**src/rtl/uart_tx_port.sv**
```systemverilog
// Memory-mapped 8N1 UART transmitter that snoops the CPU data bus.
// Bytes written to TX_ADDR queue in a FIFO; STAT_ADDR reads return a registered status word.
module uart_tx_port #(
  parameter int unsigned CLK_DIV    = 434,
  parameter int unsigned FIFO_DEPTH = 8,
  parameter logic [15:0] TX_ADDR    = 16'h3FFE,
  parameter logic [15:0] STAT_ADDR  = 16'h3FFD
) (
  input  logic        clk,
  input  logic        nRst,
  input  logic [15:0] dataAddress,
  input  logic [31:0] writeDataIn,
  input  logic        dataWrEn,
  output logic [31:0] statusOut,
  output logic        statusSel,
  output logic        txd
);

  localparam int unsigned PTR_W  = $clog2(FIFO_DEPTH);
  localparam int unsigned CNT_W  = PTR_W + 1;
  localparam int unsigned BAUD_W = $clog2(CLK_DIV);

  localparam logic [BAUD_W-1:0] BAUD_RELOAD = BAUD_W'(CLK_DIV - 1);
  localparam logic [CNT_W-1:0]  DEPTH_C     = CNT_W'(FIFO_DEPTH);
  localparam logic [CNT_W-1:0]  CNT_ONE     = CNT_W'(1);

  typedef enum logic [1:0] {
    ST_IDLE  = 2'd0,
    ST_START = 2'd1,
    ST_DATA  = 2'd2,
    ST_STOP  = 2'd3
  } state_e;

  // Count field is 5 bits wide so it holds up to 16 entries.
  function automatic logic [31:0] pack_status(
    input logic [CNT_W-1:0] cnt,
    input logic             empty,
    input logic             full,
    input logic             busy,
    input logic             ovf
  );
    logic [31:0] w;
    w       = 32'h0000_0000;
    w[0]    = empty;
    w[1]    = full;
    w[2]    = busy;
    w[3]    = ovf;
    w[12:8] = 5'(cnt);
    return w;
  endfunction

  logic [7:0]        mem_q [FIFO_DEPTH];
  logic [PTR_W-1:0]  wr_ptr_q, wr_ptr_d;
  logic [PTR_W-1:0]  rd_ptr_q, rd_ptr_d;
  logic [CNT_W-1:0]  count_q, count_d;
  logic              ovf_q, ovf_d;

  state_e            state_q, state_d;
  logic [BAUD_W-1:0] baud_q, baud_d;
  logic [7:0]        shift_q, shift_d;
  logic [2:0]        idx_q, idx_d;
  logic              txd_q, txd_d;

  logic [31:0]       status_q, status_d;
  logic              sel_q, sel_d;

  logic              push_req_s, push_s, pop_s;
  logic              empty_s, full_s, clr_s, stat_rd_s;
  logic              unused_s;

  assign unused_s = ^writeDataIn[31:8];

  assign empty_s    = (count_q == '0);
  assign full_s     = (count_q == DEPTH_C);
  assign push_req_s = dataWrEn && (dataAddress == TX_ADDR);
  assign push_s     = push_req_s && !full_s;
  assign pop_s      = (state_q == ST_IDLE) && !empty_s;
  assign clr_s      = dataWrEn && (dataAddress == STAT_ADDR) && writeDataIn[0];
  assign stat_rd_s  = (dataAddress == STAT_ADDR) && !dataWrEn;

  // FIFO pointer, count and sticky overflow next-state
  always_comb begin
    wr_ptr_d = wr_ptr_q;
    rd_ptr_d = rd_ptr_q;
    count_d  = count_q;
    ovf_d    = ovf_q;

    if (push_s) begin
      wr_ptr_d = wr_ptr_q + PTR_W'(1);
    end else begin
      wr_ptr_d = wr_ptr_q;
    end

    if (pop_s) begin
      rd_ptr_d = rd_ptr_q + PTR_W'(1);
    end else begin
      rd_ptr_d = rd_ptr_q;
    end

    case ({push_s, pop_s})
      2'b10:   count_d = count_q + CNT_ONE;
      2'b01:   count_d = count_q - CNT_ONE;
      default: count_d = count_q;
    endcase

    // A dropped push beats a same-edge clear.
    if (push_req_s && full_s) begin
      ovf_d = 1'b1;
    end else if (clr_s) begin
      ovf_d = 1'b0;
    end else begin
      ovf_d = ovf_q;
    end
  end

  // Serialiser FSM next-state: start bit, 8 data bits LSB first, stop bit
  always_comb begin
    state_d = state_q;
    baud_d  = baud_q;
    shift_d = shift_q;
    idx_d   = idx_q;
    txd_d   = txd_q;

    case (state_q)
      ST_IDLE: begin
        txd_d = 1'b1;
        if (!empty_s) begin
          shift_d = mem_q[rd_ptr_q];
          txd_d   = 1'b0;
          baud_d  = BAUD_RELOAD;
          idx_d   = 3'd0;
          state_d = ST_START;
        end else begin
          state_d = ST_IDLE;
        end
      end
      ST_START: begin
        if (baud_q == '0) begin
          txd_d   = shift_q[0];
          baud_d  = BAUD_RELOAD;
          state_d = ST_DATA;
        end else begin
          baud_d = baud_q - BAUD_W'(1);
        end
      end
      ST_DATA: begin
        if (baud_q == '0) begin
          baud_d = BAUD_RELOAD;
          if (idx_q < 3'd7) begin
            shift_d = {1'b0, shift_q[7:1]};
            idx_d   = idx_q + 3'd1;
            txd_d   = shift_q[1];
          end else begin
            txd_d   = 1'b1;
            state_d = ST_STOP;
          end
        end else begin
          baud_d = baud_q - BAUD_W'(1);
        end
      end
      ST_STOP: begin
        if (baud_q == '0) begin
          state_d = ST_IDLE;
        end else begin
          baud_d = baud_q - BAUD_W'(1);
        end
      end
      default: begin
        state_d = ST_IDLE;
        txd_d   = 1'b1;
      end
    endcase
  end

  // Status capture: only a read of STAT_ADDR refreshes the word
  always_comb begin
    sel_d    = stat_rd_s;
    status_d = status_q;
    if (stat_rd_s) begin
      status_d = pack_status(count_q, empty_s, full_s, (state_q != ST_IDLE), ovf_q);
    end else begin
      status_d = status_q;
    end
  end

  // FIFO storage
  always_ff @(posedge clk or negedge nRst) begin
    if (!nRst) begin
      for (int i = 0; i < int'(FIFO_DEPTH); i++) begin
        mem_q[i] <= 8'h00;
      end
    end else if (push_s) begin
      mem_q[wr_ptr_q] <= writeDataIn[7:0];
    end
  end

  // State registers; reset drives txd high immediately
  always_ff @(posedge clk or negedge nRst) begin
    if (!nRst) begin
      wr_ptr_q <= '0;
      rd_ptr_q <= '0;
      count_q  <= '0;
      ovf_q    <= 1'b0;
      state_q  <= ST_IDLE;
      baud_q   <= '0;
      shift_q  <= 8'h00;
      idx_q    <= 3'd0;
      txd_q    <= 1'b1;
      status_q <= 32'h0000_0000;
      sel_q    <= 1'b0;
    end else begin
      wr_ptr_q <= wr_ptr_d;
      rd_ptr_q <= rd_ptr_d;
      count_q  <= count_d;
      ovf_q    <= ovf_d;
      state_q  <= state_d;
      baud_q   <= baud_d;
      shift_q  <= shift_d;
      idx_q    <= idx_d;
      txd_q    <= txd_d;
      status_q <= status_d;
      sel_q    <= sel_d;
    end
  end

  assign txd       = txd_q;
  assign statusOut = status_q;
  assign statusSel = sel_q;

endmodule

```
**config.mk**
```make
export PLATFORM = sky130hd
export DESIGN_NAME = uart_tx_port
export DESIGN_NICKNAME = d
export VERILOG_FILES = /design/src/rtl/uart_tx_port.sv
export SDC_FILE = /design/constraint.sdc
export NUM_CORES = 1
export LEC_CHECK = 0
export BUFFER_PORTS_ARGS = -buffer_cell sky130_fd_sc_hd__buf_2
export CAP_MARGIN = 20
export CELL_PAD_IN_SITES_DETAIL_PLACEMENT = 0
export CELL_PAD_IN_SITES_GLOBAL_PLACEMENT = 2
export CORE_ASPECT_RATIO = 1.2
export CORE_MARGIN = 2
export CORE_UTILIZATION = 42
export DETAILED_ROUTE_END_ITERATION = 6
export HOLD_SLACK_MARGIN = 0.06
export PLACE_DENSITY_LB_ADDON = 0.1
export RECOVER_POWER = 25
export SYNTH_ARGS = -nofsm -noshare
export SYNTH_HDL_FRONTEND = slang
export SYNTH_SLANG_ARGS = --single-unit
```
**constraint.sdc**
```tcl
create_clock -name clk -period 7.24 [get_ports clk]
set_clock_uncertainty 0.05 [all_clocks]
set_input_delay 1.448 -clock clk [delete_from_list [all_inputs] [get_ports clk]]
set_output_delay 1.448 -clock clk [all_outputs]
set_load 0.01 [all_outputs]
```
==> impl_metrics.toml, run 1 <==
[run_status]
status = "complete, no violations"

[logic_synthesis]
synth_cell_type_count = 62
synth-main-ff-cell = "dfrtp_1"
syn_inst = 435
syn-cell-area_um2 = 5569
synth_top_family_by_area = "multiplexers"
ys_async_sr_fraction = 1.000
synthMuxAreaShare = 0.2256
synth-xor-area-share = 0.01415
avgSynthCellArea_um2 = 12.80
synth_edf_count = 0
synth-compound-area-share = 0.08313
ys_ff_latch = 107
synth_warnings = 0
yosysSeqAreaShare = 0.4810
yosys.area_share.simple = 0.1074
synthAdderAreaFrac = 0.02696

[drt]
vias_per_cell = 5.371
drc = 0
drt_iter0_markers = 175
vias = 3448
firstDrtPassIters = 4
wl_mm = 11.24
ant_nets = 0
wl_per_cell_um = 17.51

[pwr]
total_power_mw = 1.904
power_density_nw_per_um2 = 310.3
ir_drop_mv = 0.1542
p_leak_nw = 2.995

[critical_path]
rrSetupSlack_ns = 3.91
required_ns = 7.42
crit_type = "input port to register"
cp.arrival_ns = 4.15
start_kind = "input port"
crit_path_max_fanout = 11
critPathCaptureType = "register"

[floorplan]
die_w_um = 109.1
io_pins = 85
initial_core_util = 0.4263
fp.dieH_um = 130.1
num_rows = 46
core_area_um2 = 13070
die_area_um2 = 14200

[sta]
max_freq_mhz = 251.9
period_needed_ns = 3.970
timing.setup.tns_ns = 0
rsz0062_at_grt = "false"
drv_slew = 0
hold_viol = 0
relSlewSlack = 0.05730
setup_ws_ns = 3.270
fin_crit_sh = 0.5483
tightest_slew_ns = 1.414
whs_ns = 0.4402
setup_viol = 0

[grt]
grt_usage = 0.1752
grt_start_max_net_pins = 83
grt_pass1_vias = 3543
overflow = 0
grt_pass1_wl_mm = 18.67
antenna_found_initial = 0

[worst_hold_path]
min_path_type = "register to register"

[clocking]
clock_sinks = 107
cts-resized-gates = 0
cts_root_buf = "clkbuf_16"
cts_hold_buffers = 0
numCtsBuffers = 9
cts.path.max_buffers = 2
path_clk_slew_ns = 0.07
clk-insertion-delay-late_ns = 0.35
cts-htree-levels = 3
cts_tree = "done"
postCtsSetupBuffers = 0

[layout]
layout_common_cells = "dfrtp_1, mux2_2, buf_2"
fin_nets = 532
drive_gt1_frac = 0.3460
design_area_um2 = 6138
nFillCells = 1185
num_antenna_cells = 0
final_common_cell = "dfrtp_1"
synthToLayoutAreaGrowth_pct = 10.22

[flow_run]
maxCapViolCount = 0

[place]
globalplace.congestion = 0.7421
dpl.hpwl_mm = 7.586
post-place-ws_ns = 2.851
io_buffers = 36
placed_area_um2 = 5824
-- power breakdown --
| part | switching (mW) | internal [mW] |
|---|---|---|
| clock network | 0.225 | 0.305 |
| logic | 0.343 | 0.268 |
| registers | 0.105 | 0.659 |
| total | 0.673 | 1.23 |
-- registers in the layout, summed over array words and instances (netlist names) --
register,flops
count_q,4
shift_q,8
baud_q,9
wr_ptr_q,3
statusOut,8
state_q,2
mem_q,64
idx_q,3
txd,1
ovf_q,1
rd_ptr_q,3
statusSel,1
-- per-layer routing --
metal | global-route usage | routed length (um) | vias to the layer above
li1 | - | - | 1637
met1 | 0.2212 | 5066 | 1761
met2 | 0.2927 | 5698 | 39
met3 | 0.03596 | 276 | 11
met4 | 0.07240 | 197 | 0
met5 | 0 | 0 | -
-- through the flow --
| step | util | std cells |
|---|---|---|
| after global placement | 0.4458 | 625 |
| after global routing | 0.4698 | 642 |
| final | 0.4698 | 642 |
| after CTS | 0.4700 | 641 |
| after detailed placement | 0.4458 | 625 |
| after floorplan | - | 458 |
-- synth_stat cells, types with 8 or more instances --
cell,number,area [um2]
nand2_1,12,45.04
inv_1,20,75.07
dfrtp_1,106,2653
mux4_2,16,360.4
buf_4,25,187.7
o22ai_1,9,56.30
a21oi_1,10,50.05
mux2_2,76,855.8
nor3_1,8,40.04
ha_1,12,150.1
nor2_1,18,67.56
-- worst paths after layout --
| path | from | endpoint | depth (start not counted) |
|---|---|---|---|
| worst max-delay path | dataAddress[9] | count_q[2]$_DFFE_PN0P_ | 11 |
| worst min register to register | ovf_q$_DFFE_PN0P_ | ovf_q$_DFFE_PN0P_ | 1 |
| max in group asynchronous | nRst | state_q[0]$_DFFE_PN0P_ | 3 |
| min in group asynchronous | nRst | statusOut[3]$_DFFE_PN0P_ | 1 |
| worst max register to register | state_q[0]$_DFFE_PN0P_ | count_q[2]$_DFFE_PN0P_ | 12 |
| worst min-delay path | ovf_q$_DFFE_PN0P_ | ovf_q$_DFFE_PN0P_ | 1 |
-- final cells by class --
type,instances,area [um2],share of cell area
Multi-Input combinational cell,288,2618,0.4264
Sequential cell,107,2679,0.4364
Tap cell,168,210.2,0.03424
Clock buffer,10,229.0,0.03730
Timing Repair Buffer,42,236.5,0.03852
Clock inverter,6,87.58,0.01427
Inverter,21,78.83,0.01284
-- logic make-up after synthesis --
logic type               after synthesis
AO/OA/AOI/OAI                         60
XOR/XNOR                               9
adder cells (fa/ha/maj)               12
buffers and inverters                 63
flip-flops                           107
multiplexers                          96
other                                  1
AND/OR/NAND/NOR                       87
-- critical path, cell delays in order --
cell and delay, ns:
buf_2 0.07, and4_1 0.48, nor4b_1 0.77, nand2_1 0.20
ha_1 0.32, xor2_1 0.16, ha_1 0.19, a21oi_1 0.15
xor2_1 0.16, nor2_1 0.06, xor2_1 0.13
Power figures use the tool's default switching activity.
==> run 2: changes to the inputs <==
--- a/config.mk
+++ b/config.mk
@@ -11,7 +11,7 @@
 export CELL_PAD_IN_SITES_GLOBAL_PLACEMENT = 2
 export CORE_ASPECT_RATIO = 1.2
 export CORE_MARGIN = 2
-export CORE_UTILIZATION = 42
+export CORE_UTILIZATION = 35
 export DETAILED_ROUTE_END_ITERATION = 6
 export HOLD_SLACK_MARGIN = 0.06
 export PLACE_DENSITY_LB_ADDON = 0.1
==> constraint.sdc (replaced) <==
create_clock -name clk -period 3.4 [get_ports clk]
set_clock_uncertainty 0.05 [all_clocks]
set_input_delay 0.68 -clock clk [delete_from_list [all_inputs] [get_ports clk]]
set_output_delay 0.68 -clock clk [all_outputs]
set_load 0.01 [all_outputs]
==> run 2 against run 1 <==
  * Count of clock-buffer cells in the layout down 1
  * First-iteration DRC count fell by 8.0%
  * Total power up 110%
  * Flip-flop and latch count unchanged
  * Register-to-register slack lost 3.2 ns
  * Cell count is 6.7% higher
  * Non-clock buffer count rose by 4
  * Largest cell class unchanged
  * Highest routed layer unchanged
==> impl_metrics.toml, run 2 (synthesis results as in run 1) <==
[drt]
firstDrtPassIters = 4
wl_mm = 12.10
drt_iter0_markers = 161
vias_per_cell = 5.088
vias = 3485
drc = 0
ant_nets = 0
wl_per_cell_um = 17.66

[floorplan]
die_w_um = 119.2
initial_core_util = 0.3575
die_area_um2 = 16940
io_pins = 85
fp.dieH_um = 142.2
num_rows = 50
core_area_um2 = 15580

[critical_path]
cp.arrival_ns = 2.87
critPathSlowestCell = "dfrtp_1"
required_ns = 3.58
rrSetupSlack_ns = 0.70
path_cells = "nor4b_1, buf_4, nor3_1, buf_4, nand2_1, ha_1, xor2_1, ha_1, a21oi_1, xor2_1, nor2_1, xor2_1"
r2r_start = "count_q[1]$_DFFE_PN0P_"
reg2reg_depth = 12
rr_endpoint = "count_q[2]$_DFFE_PN0P_"
crit_type = "register to register"
critPathCaptureType = "register"
cp_slowest_stage_delay_ns = 0.62
start_kind = "register"
crit_top_cell = "xor2_1"
crit_path_max_fanout = 11

[clocking]
clock_sinks = 107
cts.path.max_buffers = 2
postCtsSetupBuffers = 0
path_clk_slew_ns = 0.07
clk-insertion-delay-late_ns = 0.35
cts-htree-levels = 3
cts-resized-gates = 0
numCtsBuffers = 9
cts_hold_buffers = 0
cts_tree = "done"
cts_root_buf = "clkbuf_16"

[layout]
final_common_cell = "dfrtp_1"
drive_gt1_frac = 0.3585
largest_reg_flops = 64
synthToLayoutAreaGrowth_pct = 11.19
fin_nets = 536
top_register = "mem_q"
num_antenna_cells = 0
fin_cells = 685
layout_common_cells = "dfrtp_1, mux2_2, buf_2"
top_regs = "mem_q: 64 flops, baud_q: 9 flops"

[flow_run]
maxCapViolCount = 0

[grt]
overflow = 0
antenna_found_initial = 0
grt_start_max_net_pins = 49
grt_pass1_vias = 3684
grt_pass1_wl_mm = 20.02
grt_usage = 0.1539

[pwr]
power_switching_mw = 1.473
p_sw_frac = 0.3648
p_int_mw = 2.564
seqPwrFrac = 0.408
p_leak_nw = 3.006
ir_drop_mv = 0.2569
power_density_nw_per_um2 = 651.9
pwr-share-comb = 0.332
clockPowerShare = 0.260

[sta]
timing.setup.tns_ns = 0
whs_ns = 0.4379
period_needed_ns = 2.699
tightest_slew_ns = 1.303
max_freq_mhz = 370.5
hold_viol = 0
drv_slew = 0
relSlewSlack = 0.1315
fin_crit_sh = 0.7937
rsz0062_at_grt = "false"
setup_viol = 0

[place]
globalplace.congestion = 0.7330
placed_cells = 670
io_buffers = 36
dpl.hpwl_mm = 8.275

[worst_hold_path]
min_path_type = "register to register"
min_from = "ovf_q$_DFFE_PN0P_"
hold_depth = 1
whs_endpoint = "ovf_q$_DFFE_PN0P_"

[run_status]
status = "complete, no violations"
run 2: cell types whose count changed in the layout (fill, tap and decap cells not counted):
cell | before | now
buf_16 | 1 | 0
o41ai_4 | 0 | 1
bufinv_16 | 2 | 1
clkinvlp_4 | 0 | 1
clkbuf_2 | 0 | 1
clkbuf_1 | 4 | 2
inv_2 | 0 | 1
buf_4 | 3 | 8
o41ai_1 | 1 | 0
clkinv_1 | 1 | 0
run 2: area by class of cell:
class	instances	area [um2]
Timing Repair Buffer	46	247.7
Tap cell	208	260.3
Sequential cell	107	2679
Multi-Input combinational cell	288	2636
Clock buffer	9	225.2
Fill cell	1506	9385
Clock inverter	6	65.06
Inverter	21	78.83
run 2: worst max-delay path by stage:
stage / startpoint / to / slack, ns
after floorplan: dataAddress[15] / count_q[2]$_DFFE_PN0P_ / 0.51
after global placement: dataAddress[15] / count_q[2]$_DFFE_PN0P_ / 0.47
after detailed placement: dataAddress[15] / count_q[2]$_DFFE_PN0P_ / 0.46
after CTS: count_q[1]$_DFFE_PN0P_ / count_q[2]$_DFFE_PN0P_ / 0.69
after global routing: count_q[1]$_DFFE_PN0P_ / count_q[2]$_DFFE_PN0P_ / 0.52
final: count_q[1]$_DFFE_PN0P_ / count_q[2]$_DFFE_PN0P_ / 0.70
run 2: through the flow:
step           power, mW  area (um2)  utilization  worst slack [ns]
2_1_floorplan      2.694        5655            -            0.5122
3_3_place_gp       3.018        5912       0.3795            0.4745
3_5_place_dp       3.039        5912       0.3795            0.4555
4_1_cts            4.114        6202       0.3982            0.6902
5_1_grt            4.333        6192       0.3975            0.5204
6_report           4.037        6192       0.3975            0.7013
run 2: metal layers:
metal	GRT usage	wire length (um)	vias to the layer above
met5	0	0	-
met4	0.06140	201	0
met3	0.02163	194	13
met2	0.2662	6137	33
met1	0.1943	5566	1793
li1	-	-	1646
run 2: worst max-delay path: cells and delay by family (launching register included):
kind / cells / cell delay [ns]
AO/OA/AOI/OAI: 1 / 0.15
XOR/XNOR: 3 / 0.46
adder cells (fa/ha/maj): 2 / 0.46
buffers and inverters: 2 / 0.40
flip-flops: 1 / 0.62
AND/OR/NAND/NOR: 4 / 0.41
run 2: power by group through the flow:
| stage | combinational, mW | clock (mW) | sequential (mW) |
|---|---|---|---|
| floorplan | 1.16 | 0 | 1.54 |
| global placement | 1.35 | 0 | 1.67 |
| detailed placement | 1.36 | 0 | 1.68 |
| CTS | 1.37 | 1.10 | 1.65 |
| global route | 1.52 | 1.15 | 1.67 |
| finish | 1.34 | 1.05 | 1.65 |
